--- config.mk ---
export PLATFORM = sky130hd
export DESIGN_NAME = lcd_output_stage_flat
export DESIGN_NICKNAME = d
export VERILOG_FILES = /design/src/rtl/lcd_pkg.sv /design/src/rtl/lcd_output_stage_if.sv /design/src/rtl/lcd_power_seq.sv /design/src/rtl/lcd_output_stage.sv /design/src/flat_wrapper.sv
export SDC_FILE = /design/constraint.sdc
export NUM_CORES = 1
export LEC_CHECK = 0
export ABC_AREA = 0
export BUFFER_PORTS_ARGS = -buffer_cell sky130_fd_sc_hd__buf_2
export CAP_MARGIN = 25
export CELL_PAD_IN_SITES_DETAIL_PLACEMENT = 1
export CELL_PAD_IN_SITES_GLOBAL_PLACEMENT = 2
export CORE_AREA = 2 2 122 94
export CTS_BUF_LIST = sky130_fd_sc_hd__clkbuf_8
export DETAILED_ROUTE_END_ITERATION = 10
export DIE_AREA = 0 0 124 96
export GPL_TIMING_DRIVEN = 0
export PLACE_DENSITY_LB_ADDON = 0.1
export SKIP_CTS_REPAIR_TIMING = 1
export SLEW_MARGIN = 20
export SYNTH_ARGS = -nofsm -noshare
export SYNTH_HDL_FRONTEND = slang
export SYNTH_SLANG_ARGS = --single-unit
export TNS_END_PERCENT = 20
--- constraint.sdc ---
create_clock -name clock -period 4.1 [get_ports clock]
set_input_delay 0.205 -clock clock [delete_from_list [all_inputs] [get_ports clock]]
set_output_delay 0.205 -clock clock [all_outputs]
set_load 0.01 [all_outputs]
--- src/rtl/lcd_pkg.sv ---
// Shared constants for the LCD output stage: overlay compositing modes and
// panel power-sequencer states.
package lcd_pkg;

  typedef enum logic [1:0] {
    OVL_OFF    = 2'd0,
    OVL_WHITE  = 2'd1,
    OVL_INVERT = 2'd2,
    OVL_BLEND  = 2'd3
  } ovl_mode_t;

  typedef enum logic [1:0] {
    PWR_OFF      = 2'd0,
    PWR_PANEL_ON = 2'd1,
    PWR_RUN      = 2'd2,
    PWR_BL_OFF   = 2'd3
  } pwr_state_t;

endpackage

--- src/rtl/lcd_output_stage_if.sv ---
// Pixel bus into the output stage (timing + late colour/overlay) and the
// registered panel-side colour/sync bus coming out of it.
interface lcd_output_stage_if #(
  parameter int COLOR_BITS = 8
);
  logic                  data_enable_in;
  logic                  hs_n_in;
  logic                  vs_n_in;
  logic [COLOR_BITS-1:0] fb_red;
  logic [COLOR_BITS-1:0] fb_green;
  logic [COLOR_BITS-1:0] fb_blue;
  logic                  overlay_bw;
  logic [COLOR_BITS-1:0] lcd_red;
  logic [COLOR_BITS-1:0] lcd_green;
  logic [COLOR_BITS-1:0] lcd_blue;
  logic                  lcd_data_enable;
  logic                  lcd_hs_n;
  logic                  lcd_vs_n;

  modport master (
    output data_enable_in, hs_n_in, vs_n_in, fb_red, fb_green, fb_blue, overlay_bw,
    input  lcd_red, lcd_green, lcd_blue, lcd_data_enable, lcd_hs_n, lcd_vs_n
  );

  modport slave (
    input  data_enable_in, hs_n_in, vs_n_in, fb_red, fb_green, fb_blue, overlay_bw,
    output lcd_red, lcd_green, lcd_blue, lcd_data_enable, lcd_hs_n, lcd_vs_n
  );
endinterface

--- src/rtl/lcd_power_seq.sv ---
// Panel power sequencer (panel-on -> backlight-on -> backlight-off -> panel-off)
// with a PWM backlight whose duty only changes at the start of a PWM period.
module lcd_power_seq
  import lcd_pkg::*;
#(
  parameter int PWM_BITS          = 8,
  parameter int POWER_DELAY_TICKS = 1024
) (
  input  logic                clock,
  input  logic                reset_n,
  input  logic                tick,
  input  logic                display_on_req,
  input  logic [PWM_BITS-1:0] brightness,
  output logic                lcd_display_on,
  output logic                lcd_backlight,
  output logic [1:0]          power_state,
  output logic                ready
);

  localparam int CNT_W = (POWER_DELAY_TICKS > 1) ? $clog2(POWER_DELAY_TICKS) : 1;
  localparam logic [CNT_W-1:0]    CNT_LAST  = CNT_W'(POWER_DELAY_TICKS - 1);
  localparam logic [PWM_BITS-1:0] DUTY_FULL = {PWM_BITS{1'b1}};

  pwr_state_t          state_r, state_next_s;
  logic [CNT_W-1:0]    cnt_r, cnt_next_s;
  logic [PWM_BITS-1:0] pwm_r, pwm_next_s;
  logic [PWM_BITS-1:0] duty_r, duty_next_s;
  logic                delay_done_s;
  logic                backlight_next_s;
  logic                display_on_r, backlight_r, ready_r;

  // Next-state logic: requests act on any clock, delay expiry only on a tick.
  always_comb begin
    state_next_s = state_r;
    delay_done_s = tick && (cnt_r == CNT_LAST);
    case (state_r)
      PWR_OFF: begin
        if (display_on_req) state_next_s = PWR_PANEL_ON;
        else                state_next_s = PWR_OFF;
      end
      PWR_PANEL_ON: begin
        if (!display_on_req)   state_next_s = PWR_OFF;
        else if (delay_done_s) state_next_s = PWR_RUN;
        else                   state_next_s = PWR_PANEL_ON;
      end
      PWR_RUN: begin
        if (!display_on_req) state_next_s = PWR_BL_OFF;
        else                 state_next_s = PWR_RUN;
      end
      PWR_BL_OFF: begin
        if (display_on_req)    state_next_s = PWR_RUN;
        else if (delay_done_s) state_next_s = PWR_OFF;
        else                   state_next_s = PWR_BL_OFF;
      end
      default: state_next_s = PWR_OFF;
    endcase
  end

  // Delay counter restarts on every state change; PWM duty reloads on wrap.
  always_comb begin
    cnt_next_s  = cnt_r;
    pwm_next_s  = pwm_r;
    duty_next_s = duty_r;
    if (state_next_s != state_r) cnt_next_s = {CNT_W{1'b0}};
    else if (tick)               cnt_next_s = cnt_r + CNT_W'(1);
    else                         cnt_next_s = cnt_r;
    if (tick) pwm_next_s = pwm_r + PWM_BITS'(1);
    else      pwm_next_s = pwm_r;
    if (tick && (pwm_next_s == {PWM_BITS{1'b0}})) duty_next_s = brightness;
    else                                          duty_next_s = duty_r;
    backlight_next_s = (state_next_s == PWR_RUN) &&
                       ((duty_next_s == DUTY_FULL) || (pwm_next_s < duty_next_s));
  end

  // State, counters and registered panel power outputs.
  always_ff @(posedge clock or negedge reset_n) begin
    if (!reset_n) begin
      state_r      <= PWR_OFF;
      cnt_r        <= {CNT_W{1'b0}};
      pwm_r        <= {PWM_BITS{1'b0}};
      duty_r       <= {PWM_BITS{1'b0}};
      display_on_r <= 1'b0;
      backlight_r  <= 1'b0;
      ready_r      <= 1'b0;
    end else begin
      state_r      <= state_next_s;
      cnt_r        <= cnt_next_s;
      pwm_r        <= pwm_next_s;
      duty_r       <= duty_next_s;
      display_on_r <= (state_next_s != PWR_OFF);
      backlight_r  <= backlight_next_s;
      ready_r      <= (state_next_s == PWR_RUN);
    end
  end

  assign lcd_display_on = display_on_r;
  assign lcd_backlight  = backlight_r;
  assign power_state    = state_r;
  assign ready          = ready_r;

endmodule

--- src/rtl/lcd_output_stage.sv ---
// LCD output stage: pixel clock divider, sync/DE alignment to late colour data,
// text-overlay compositing and panel power sequencing. All outputs are flops.
module lcd_output_stage
  import lcd_pkg::*;
#(
  parameter int COLOR_BITS        = 8,
  parameter int CLOCK_DIVIDE      = 2,
  parameter int PIPE_DELAY        = 1,
  parameter int PWM_BITS          = 8,
  parameter int POWER_DELAY_TICKS = 1024
) (
  input  logic                clock,
  input  logic                reset_n,
  output logic                lcd_tick,
  output logic                lcd_clk,
  lcd_output_stage_if.slave   pix,
  input  logic [1:0]          overlay_mode,
  input  logic                display_on_req,
  input  logic [PWM_BITS-1:0] brightness,
  output logic                lcd_display_on,
  output logic                lcd_backlight,
  output logic [1:0]          power_state,
  output logic                ready
);

  localparam int DIV_W = $clog2(CLOCK_DIVIDE);
  localparam logic [DIV_W-1:0]      DIV_LAST = DIV_W'(CLOCK_DIVIDE - 1);
  localparam logic [DIV_W-1:0]      DIV_HALF = DIV_W'(CLOCK_DIVIDE / 2);
  localparam logic [COLOR_BITS-1:0] C_FULL   = {COLOR_BITS{1'b1}};
  localparam logic [COLOR_BITS-1:0] C_ZERO   = {COLOR_BITS{1'b0}};

  logic [DIV_W-1:0]      div_r, div_next_s;
  logic                  tick_r, clk_r;
  logic [PIPE_DELAY-1:0] de_dly_r, hs_dly_r, vs_dly_r;
  logic                  de_out_s;
  logic [COLOR_BITS-1:0] red_s, green_s, blue_s;
  logic [COLOR_BITS-1:0] red_r, green_r, blue_r;
  logic                  de_r, hs_r, vs_r;

  function automatic logic [COLOR_BITS-1:0] compose(
    input logic [COLOR_BITS-1:0] fb,
    input logic                  ovl,
    input logic [1:0]            mode,
    input logic                  en
  );
    if (!en) return C_ZERO;
    else if (!ovl) return fb;
    else begin
      case (mode)
        OVL_WHITE:  return C_FULL;
        OVL_INVERT: return ~fb;
        // Blend toward white needs one extra bit so the carry is not lost.
        OVL_BLEND:  return COLOR_BITS'(({1'b0, fb} + {1'b0, C_FULL}) >> 1);
        default:    return fb;
      endcase
    end
  endfunction

  // Divider phase counter wraps at CLOCK_DIVIDE-1.
  always_comb begin
    if (div_r == DIV_LAST) div_next_s = {DIV_W{1'b0}};
    else                   div_next_s = div_r + DIV_W'(1);
  end

  // Tick and pixel clock are decoded from the next phase so they line up with div_r.
  always_ff @(posedge clock or negedge reset_n) begin
    if (!reset_n) begin
      div_r  <= {DIV_W{1'b0}};
      tick_r <= 1'b0;
      clk_r  <= 1'b0;
    end else begin
      div_r  <= div_next_s;
      tick_r <= (div_next_s == DIV_LAST);
      clk_r  <= (div_next_s >= DIV_HALF);
    end
  end

  // Sync/DE delay lines, advanced once per pixel tick; sync idles high.
  always_ff @(posedge clock or negedge reset_n) begin
    if (!reset_n) begin
      de_dly_r <= {PIPE_DELAY{1'b0}};
      hs_dly_r <= {PIPE_DELAY{1'b1}};
      vs_dly_r <= {PIPE_DELAY{1'b1}};
    end else if (tick_r) begin
      for (int i = PIPE_DELAY - 1; i > 0; i--) begin
        de_dly_r[i] <= de_dly_r[i-1];
        hs_dly_r[i] <= hs_dly_r[i-1];
        vs_dly_r[i] <= vs_dly_r[i-1];
      end
      de_dly_r[0] <= pix.data_enable_in;
      hs_dly_r[0] <= pix.hs_n_in;
      vs_dly_r[0] <= pix.vs_n_in;
    end
  end

  // Colour compositing; pixels are blanked unless the panel is fully running.
  always_comb begin
    de_out_s = de_dly_r[PIPE_DELAY-1] & ready;
    red_s    = compose(pix.fb_red,   pix.overlay_bw, overlay_mode, de_out_s);
    green_s  = compose(pix.fb_green, pix.overlay_bw, overlay_mode, de_out_s);
    blue_s   = compose(pix.fb_blue,  pix.overlay_bw, overlay_mode, de_out_s);
  end

  // Panel-side output register, updated once per pixel tick.
  always_ff @(posedge clock or negedge reset_n) begin
    if (!reset_n) begin
      de_r    <= 1'b0;
      hs_r    <= 1'b1;
      vs_r    <= 1'b1;
      red_r   <= C_ZERO;
      green_r <= C_ZERO;
      blue_r  <= C_ZERO;
    end else if (tick_r) begin
      de_r    <= de_out_s;
      hs_r    <= hs_dly_r[PIPE_DELAY-1];
      vs_r    <= vs_dly_r[PIPE_DELAY-1];
      red_r   <= red_s;
      green_r <= green_s;
      blue_r  <= blue_s;
    end
  end

  lcd_power_seq #(
    .PWM_BITS         (PWM_BITS),
    .POWER_DELAY_TICKS(POWER_DELAY_TICKS)
  ) u_power_seq (
    .clock         (clock),
    .reset_n       (reset_n),
    .tick          (tick_r),
    .display_on_req(display_on_req),
    .brightness    (brightness),
    .lcd_display_on(lcd_display_on),
    .lcd_backlight (lcd_backlight),
    .power_state   (power_state),
    .ready         (ready)
  );

  assign lcd_tick            = tick_r;
  assign lcd_clk             = clk_r;
  assign pix.lcd_data_enable = de_r;
  assign pix.lcd_hs_n        = hs_r;
  assign pix.lcd_vs_n        = vs_r;
  assign pix.lcd_red         = red_r;
  assign pix.lcd_green       = green_r;
  assign pix.lcd_blue        = blue_r;

endmodule

--- src/flat_wrapper.sv ---
// flat-port wrapper written by rule: the top's interface ports become plain ports
module lcd_output_stage_flat import lcd_pkg::*;
#(
  parameter int COLOR_BITS        = 8,
  parameter int CLOCK_DIVIDE      = 2,
  parameter int PIPE_DELAY        = 1,
  parameter int PWM_BITS          = 8,
  parameter int POWER_DELAY_TICKS = 1024
)
  (clock, reset_n, lcd_tick, lcd_clk, overlay_mode, display_on_req, brightness, lcd_display_on, lcd_backlight, power_state, ready, pix_data_enable_in, pix_hs_n_in, pix_vs_n_in, pix_fb_red, pix_fb_green, pix_fb_blue, pix_overlay_bw, pix_lcd_red, pix_lcd_green, pix_lcd_blue, pix_lcd_data_enable, pix_lcd_hs_n, pix_lcd_vs_n);
  lcd_output_stage_if #(.COLOR_BITS(COLOR_BITS)) pix_i ();
  input  logic clock;
  input  logic reset_n;
  output logic lcd_tick;
  output logic lcd_clk;
  input  logic [1:0] overlay_mode;
  input  logic display_on_req;
  input  logic [PWM_BITS-1:0] brightness;
  output logic lcd_display_on;
  output logic lcd_backlight;
  output logic [1:0] power_state;
  output logic ready;
  input wire logic [$bits(pix_i.data_enable_in)-1:0] pix_data_enable_in;
  input wire logic [$bits(pix_i.hs_n_in)-1:0] pix_hs_n_in;
  input wire logic [$bits(pix_i.vs_n_in)-1:0] pix_vs_n_in;
  input wire logic [$bits(pix_i.fb_red)-1:0] pix_fb_red;
  input wire logic [$bits(pix_i.fb_green)-1:0] pix_fb_green;
  input wire logic [$bits(pix_i.fb_blue)-1:0] pix_fb_blue;
  input wire logic [$bits(pix_i.overlay_bw)-1:0] pix_overlay_bw;
  output wire logic [$bits(pix_i.lcd_red)-1:0] pix_lcd_red;
  output wire logic [$bits(pix_i.lcd_green)-1:0] pix_lcd_green;
  output wire logic [$bits(pix_i.lcd_blue)-1:0] pix_lcd_blue;
  output wire logic [$bits(pix_i.lcd_data_enable)-1:0] pix_lcd_data_enable;
  output wire logic [$bits(pix_i.lcd_hs_n)-1:0] pix_lcd_hs_n;
  output wire logic [$bits(pix_i.lcd_vs_n)-1:0] pix_lcd_vs_n;
  assign pix_i.data_enable_in = pix_data_enable_in;
  assign pix_i.hs_n_in = pix_hs_n_in;
  assign pix_i.vs_n_in = pix_vs_n_in;
  assign pix_i.fb_red = pix_fb_red;
  assign pix_i.fb_green = pix_fb_green;
  assign pix_i.fb_blue = pix_fb_blue;
  assign pix_i.overlay_bw = pix_overlay_bw;
  assign pix_lcd_red = pix_i.lcd_red;
  assign pix_lcd_green = pix_i.lcd_green;
  assign pix_lcd_blue = pix_i.lcd_blue;
  assign pix_lcd_data_enable = pix_i.lcd_data_enable;
  assign pix_lcd_hs_n = pix_i.lcd_hs_n;
  assign pix_lcd_vs_n = pix_i.lcd_vs_n;
  lcd_output_stage #(.COLOR_BITS(COLOR_BITS), .CLOCK_DIVIDE(CLOCK_DIVIDE), .PIPE_DELAY(PIPE_DELAY), .PWM_BITS(PWM_BITS), .POWER_DELAY_TICKS(POWER_DELAY_TICKS)) u_core (.clock(clock), .reset_n(reset_n), .lcd_tick(lcd_tick), .lcd_clk(lcd_clk), .pix(pix_i), .overlay_mode(overlay_mode), .display_on_req(display_on_req), .brightness(brightness), .lcd_display_on(lcd_display_on), .lcd_backlight(lcd_backlight), .power_state(power_state), .ready(ready));
endmodule
[After elaboration in Yosys (flattened, before gate mapping)]
Index checks and enable logic that the tools add are counted.
Widths: inputs -> output; s select.
Word-level totals
  output and inout bits: 34
  bits in registers: 63
  word-level logic and storage cells: 69
  input port bits: 41
Operators by class
  multiplexer cells: 21
  $lt $le $gt $ge: 2
  equality and inequality tests: 10
  bitwise gates (word level): 4
  add/subtract/negate cells: 6
  reductions and logical operators: 8
Operator list (number)
  $pmux 8 s3: 3
  $mux 8: 8
  $add 8x8->9 const B: 3
  $not 8->8: 3
  $mux 10: 2
  $add 10x1->10 const B: 1
  $eq 10x10->1 const B: 1
  $eq 2x2->1 const B: 5
  $add 8x1->8 const B: 1
  $eq 8x8->1 const B: 1
  $logic_not 8->1: 1
  $lt 8x8->1: 1
  $mux 2: 4
  $pmux 2 s4: 1
  $eq 2x1->1 const B: 2
  $reduce_bool 2->1: 2
  $logic_and 1x1->1: 3
  $mux 1: 3
  $logic_not 2->1: 1
  $ne 2x2->1: 1
  $add 1x1->1 const B: 1
  $and 1x1->1: 1
  $ge 1x1->1 const B: 1
  $logic_or 1x1->1: 1

[Longest topological paths before layout]
  depth after elaboration: 8
  depth in mapped cells: 14

[By module]
From an unflattened synthesis, not the netlist that was laid out.
Unflattened totals
  cell total of the unflattened synthesis: 408
  area total of the unflattened synthesis: 3847.4 µm²
By module, submodules not included
  lcd_output_stage: sequential area each 780.7 µm², area each 2239.6 µm², cells each 259, instances 1
  lcd_power_seq: sequential area each 775.7 µm², area each 1607.8 µm², cells each 149, instances 1

[Worst setup path after synthesis]
No wires, ideal clock.
  path type: reg2reg
  start point: reg u_core.u_power_seq.pwm_r[0]
  end point: reg u_core.u_power_seq.backlight_r (netlist: u_core.u_power_seq.lcd_backlight)
  clock period less this slack: 2.939 ns
  data required time: 4.018 ns
  slack: 1.161 ns
  data arrival time: 2.858 ns
  cell stages (with the launch flop): 14
  path buffers: 0
  path through: dfrtp_1 -> ha_1 -> nand3_1 -> or2_4 -> o31ai_2 -> nand3_4 -> mux2i_1 -> ha_1 -> a21o_1 -> a21o_1 -> a21o_1 -> a211oi_1 -> a211oi_1 -> a31oi_1
Between the ends
  cells in the longest elaborated chain, start to end: 8
  elaborated cells on any way between the ends: 9
  classes of those cells: add/sub (1); order compare (1); eq/ne (1); mux (2); reduce/logical (4)
Ends and longest elaborated chain
  from (decl): line lcd_power_seq.sv:26  | logic [PWM_BITS-1:0] pwm_r, pwm_next_s;
  from (signal assigned): line lcd_power_seq.sv:80  | pwm_r <= {PWM_BITS{1'b0}};
  from (signal assigned): line lcd_power_seq.sv:88  | pwm_r <= pwm_next_s;
  $add 8x1->8: line lcd_power_seq.sv:67  | if (tick) pwm_next_s = pwm_r + PWM_BITS'(1);
  $mux 8 *: line lcd_power_seq.sv:67
  $logic_not 8->1: line lcd_power_seq.sv:69  | if (tick && (pwm_next_s == {PWM_BITS{1'b0}})) duty_next_s = brightness;
  $logic_and 1x1->1: line lcd_power_seq.sv:69
  $mux 8: line lcd_power_seq.sv:69
  $lt 8x8->1 or $eq 8x8->1 (tied branches): line lcd_power_seq.sv:72  | ((duty_next_s == DUTY_FULL) || (pwm_next_s < duty_next_s));
  $logic_or 1x1->1 *: line lcd_power_seq.sv:72
  $logic_and 1x1->1 *: line lcd_power_seq.sv:71  | backlight_next_s = (state_next_s == PWR_RUN) &&
  named net u_core.u_power_seq.backlight_next_s: line lcd_power_seq.sv:29  | logic backlight_next_s;
  to (signal assigned): line lcd_power_seq.sv:91  | backlight_r <= backlight_next_s;
  to (decl): line lcd_power_seq.sv:30  | logic display_on_r, backlight_r, ready_r;
Mark *: on every way through the listed nets, which the timed path passes. The rest lies on a longest branch.
A chain may end at the register's enable or synchronous reset.

[Worst setup path after layout]
Ends and elaborated chain as after synthesis.

==> results.md <==
- Die W: 124 um
- Peak VDD IR: 0.144 mV
- Layout area overhead: 21.3%
- Row cnt: 33
- # DRC: 0
- GRT Overall Usage: between 10% and 20%
- Number of max-cap violations: 0
- Slowest cell delay on critical path: 0.44 ns
- Hold Crit Depth: 2
- Critical path startpoint category: flop
- Area of the die: 11900 um2
- Slew Limit Headroom: 54.8%
- Unique masters post-synth: about 50
- Power Density: about 310 nW/um2
- Vias: 3286
- CP Class: reg2reg
- Sequential Power Share: between 40 and 50%
- Non-filler cells, final: about 620
- Vias in the first global route: 3300
- Largest area contributor in the netlist: dfrtp_1
- CP required: 4.36 ns
- DR iter-0 viols: 125
- Clock transition at path regs: 0.07 ns
- Initial antenna violation count: 0
- Int Pwr: 1020 uW
- Worst path bufs/invs: 0
- Filler cell count: about 1300
- Arr. time, crit path: 3.87 ns
- Main synth FF type: dfrtp_1
- Synth Cell Area: 3670 um2
- Total Wirelength: roughly 11000 um
- Post-DRT Antenna Nets: 0
- Most frequent CP cell: a21o_1
- Sequential-to-total area share from yosys stat: 42.5%
- Drt via density: 5.27
- Crit path max-delay family: compound AO/OA/AOI/OAI gates
- Clock tree sinks: 62
- Worst skew pair latency: 0.35 ns
- Most frequent cells in the layout: 72 x buf_2, 58 x dfrtp_1, 33 x inv_1
- Switch Pwr: 376 uW
- Port buffer count: 73
- CP max-delay cell: dfrtp_1
- Comb pwr share: around 14%
- Post-synth EDFFs: 0
- CTS tree: built
- TritonCTS buffer count: 9
- Worst Tran Pin Value: approximately 0.68 ns
- Hold Violations, Final: 0
- Synth top area share: 39.6%
- Slew Limit Fails: 0
- Status: finished clean
- H-Tree Depth: 3
- Number of cells on the critical path: 13
- LEAKAGE: 0.00206 uW
- Clock Tree Buf Depth: 2
- Diode count: 0
- HP Class: in2reg
- Final nets: 531
- FF-to-FF path depth: 13
- RSZ-0062 raised after global routing: false
- Clock network fraction of total power: 39.6%
- Synthesized area per cell: 9.33 um2
- Clock Skew: between 0.009 and 0.01 ns
- Placer Congestion: 0.779
- Clock root buffer: clkbuf_8
- Fmax achieved: approximately 280 MHz
- Critical path cell sequence: ha_1, nand3_1, or2_4, o31ai_2, nand3_4, mux2i_1, ha_1, a21o_1, a21o_1, a21o_1, a211oi_1, a211oi_1, a31oi_1
- Crit share post-route: 88.0%
- Ports: between 70 and 80
- Core ar.: 10700 um2
- Die Span Y: about 96 um
- Largest net degree at the start of global routing: 54
- Ranking of synthesized cells by area: dfrtp_1 40%, o21ai_0 4.2%, ha_1 3.8%
- Syn Nets: 445
- Yosys warnings: 0
- Synth Instances: between 300 and 400
- Sum Neg Setup Slack: 0 ns
- Setup violations, final: 0
- Initial Utilization: 34.1%
- Switching Share: 27.0%
- Iteration count of the initial detailed-routing pass: 4
- Global route overflow: 0
- Async SR Flop Fraction: 100%
- HPWL Detailed: between 8000 and 9000 um
- Placed cells: 607
- Max Fanout on Critical Path: 8
- CP Capture Type: flop
- Post-DR wirelength/cell: 17.5 um
- Final min period: 3.61 ns
- Share of layout cells above drive strength 1: 22.9%
- First-pass GRT wire length: 17600 um
- Synth Register Bits: just over 60
- Commonest non-fill, non-tap cell in the layout: buf_2
[logic make-up after synthesis]
family / count (synthesis) / share of synthesized area, %
and+or+nand+nor: 119 / 16.5
AOI/OAI and AO/OA: 105 / 19.4
DFF: 62 / 42.5
buffers and inverters: 49 / 5.22
xor gates and xnor gates: 26 / 6.21
muxes: 21 / 6.42
adders and majority gates: 11 / 3.75
[layout make-up]
type	instances	area, um2	share of cell area (%)
Multi-Input combinational cell	282	1920	43.1
Sequential cell	62	1560	35.0
Timing Repair Buffer	75	405	9.11
Tap cell	140	175	3.94
Clock buffer	11	151	3.40
Inverter	31	116	2.62
Buffer	18	75.1	1.69
Clock inverter	5	50.0	1.13
[Yosys cell counts, drive strengths merged, types with 4 or more instances]
| cell | count |
|---|---|
| a21o | 8 |
| a21oi | 18 |
| a22oi | 5 |
| and3 | 5 |
| clkbuf | 16 |
| dfrtp | 58 |
| dfstp | 4 |
| ha | 11 |
| inv | 31 |
| mux2 | 11 |
| mux2i | 10 |
| nand2 | 26 |
| nand3 | 15 |
| nand3b | 5 |
| nand4 | 10 |
| nor2 | 31 |
| nor2b | 5 |
| nor3 | 7 |
| nor4 | 5 |
| o21ai | 31 |
| o221ai | 13 |
| o2bb2ai | 5 |
| xnor2 | 14 |
| xor2 | 12 |
[final timing paths]
check	start	to	slack, ns
setup / recovery	u_core.u_power_seq.pwm_r[0]	u_core.u_power_seq.lcd_backlight	0.49
hold / removal	pix_hs_n_in	u_core.hs_dly_r	0.1
setup reg to reg	u_core.u_power_seq.pwm_r[0]	u_core.u_power_seq.lcd_backlight	0.49
hold reg to reg	u_core.pix.lcd_red[0]	u_core.pix.lcd_red[0]	0.47
max in group asynchronous	reset_n	u_core.pix.lcd_vs_n	3.27
min in group asynchronous	reset_n	u_core.pix.lcd_green[2]	0.25
[worst reg2reg max path, delay by kind of cell, from the launching register on]
| family | cells | cell delay, ns |
|---|---|---|
| adder cells (fa/ha/maj) | 2 | 0.58 |
| AND/OR/NAND/NOR | 3 | 0.63 |
| AO/OA/AOI/OAI | 7 | 1.59 |
| multiplexers | 1 | 0.28 |
| flip-flops | 1 | 0.44 |
[per-layer routing]
metal  global-route usage [%]  vias up  share of wire (%)
li1                         -     1598                  -
met1                     29.9     1625                 54
met2                     27.7       59                 41
met3                     4.50        4                4.7
met4                     5.06        0               0.43
met5                        0        -                  0
[metrics by stage]
step           power [uW]  instance area [um2]  hold slack [ns]  utilization (%)  worst slack [ns]
4_1_cts              1420                 4440           -0.321             41.3             0.491
3_3_place_gp          847                 4210            0.441             39.2             0.626
3_5_place_dp          855                 4240           0.0687             39.5             0.557
5_1_grt              1470                 4450           0.0887             41.4             0.253
6_report             1400                 4450           0.0951             41.4             0.492
2_1_floorplan         754                 3670          -0.0906                -              1.16
[registers in the layout, indices dropped and copies added, names as in the netlist]
signal,flops
u_core.u_power_seq.duty_r,8
u_core.pix.lcd_data_enable,1
u_core.pix.lcd_blue,8
u_core.u_power_seq.lcd_backlight,1
u_core.u_power_seq.lcd_display_on,1
u_core.lcd_clk,1
u_core.hs_dly_r,1
u_core.u_power_seq.cnt_r,10
u_core.pix.lcd_hs_n,1
u_core.pix.lcd_green,8
u_core.u_power_seq.power_state,2
u_core.u_power_seq.pwm_r,8
u_core.de_dly_r,1
u_core.pix.lcd_red,8
u_core.pix.lcd_vs_n,1
u_core.u_power_seq.ready,1
u_core.vs_dly_r,1
[power by group through the flow]
stage / clock network, uW / registers [uW] / logic [uW]
after global placement: 0 / 660 / 187
after CTS: 575 / 649 / 196
after global routing: 598 / 651 / 219
after floorplan: 0 / 666 / 88.1
after detailed placement: 0 / 660 / 195
final: 553 / 649 / 195
(Power assumes the default switching activity.)
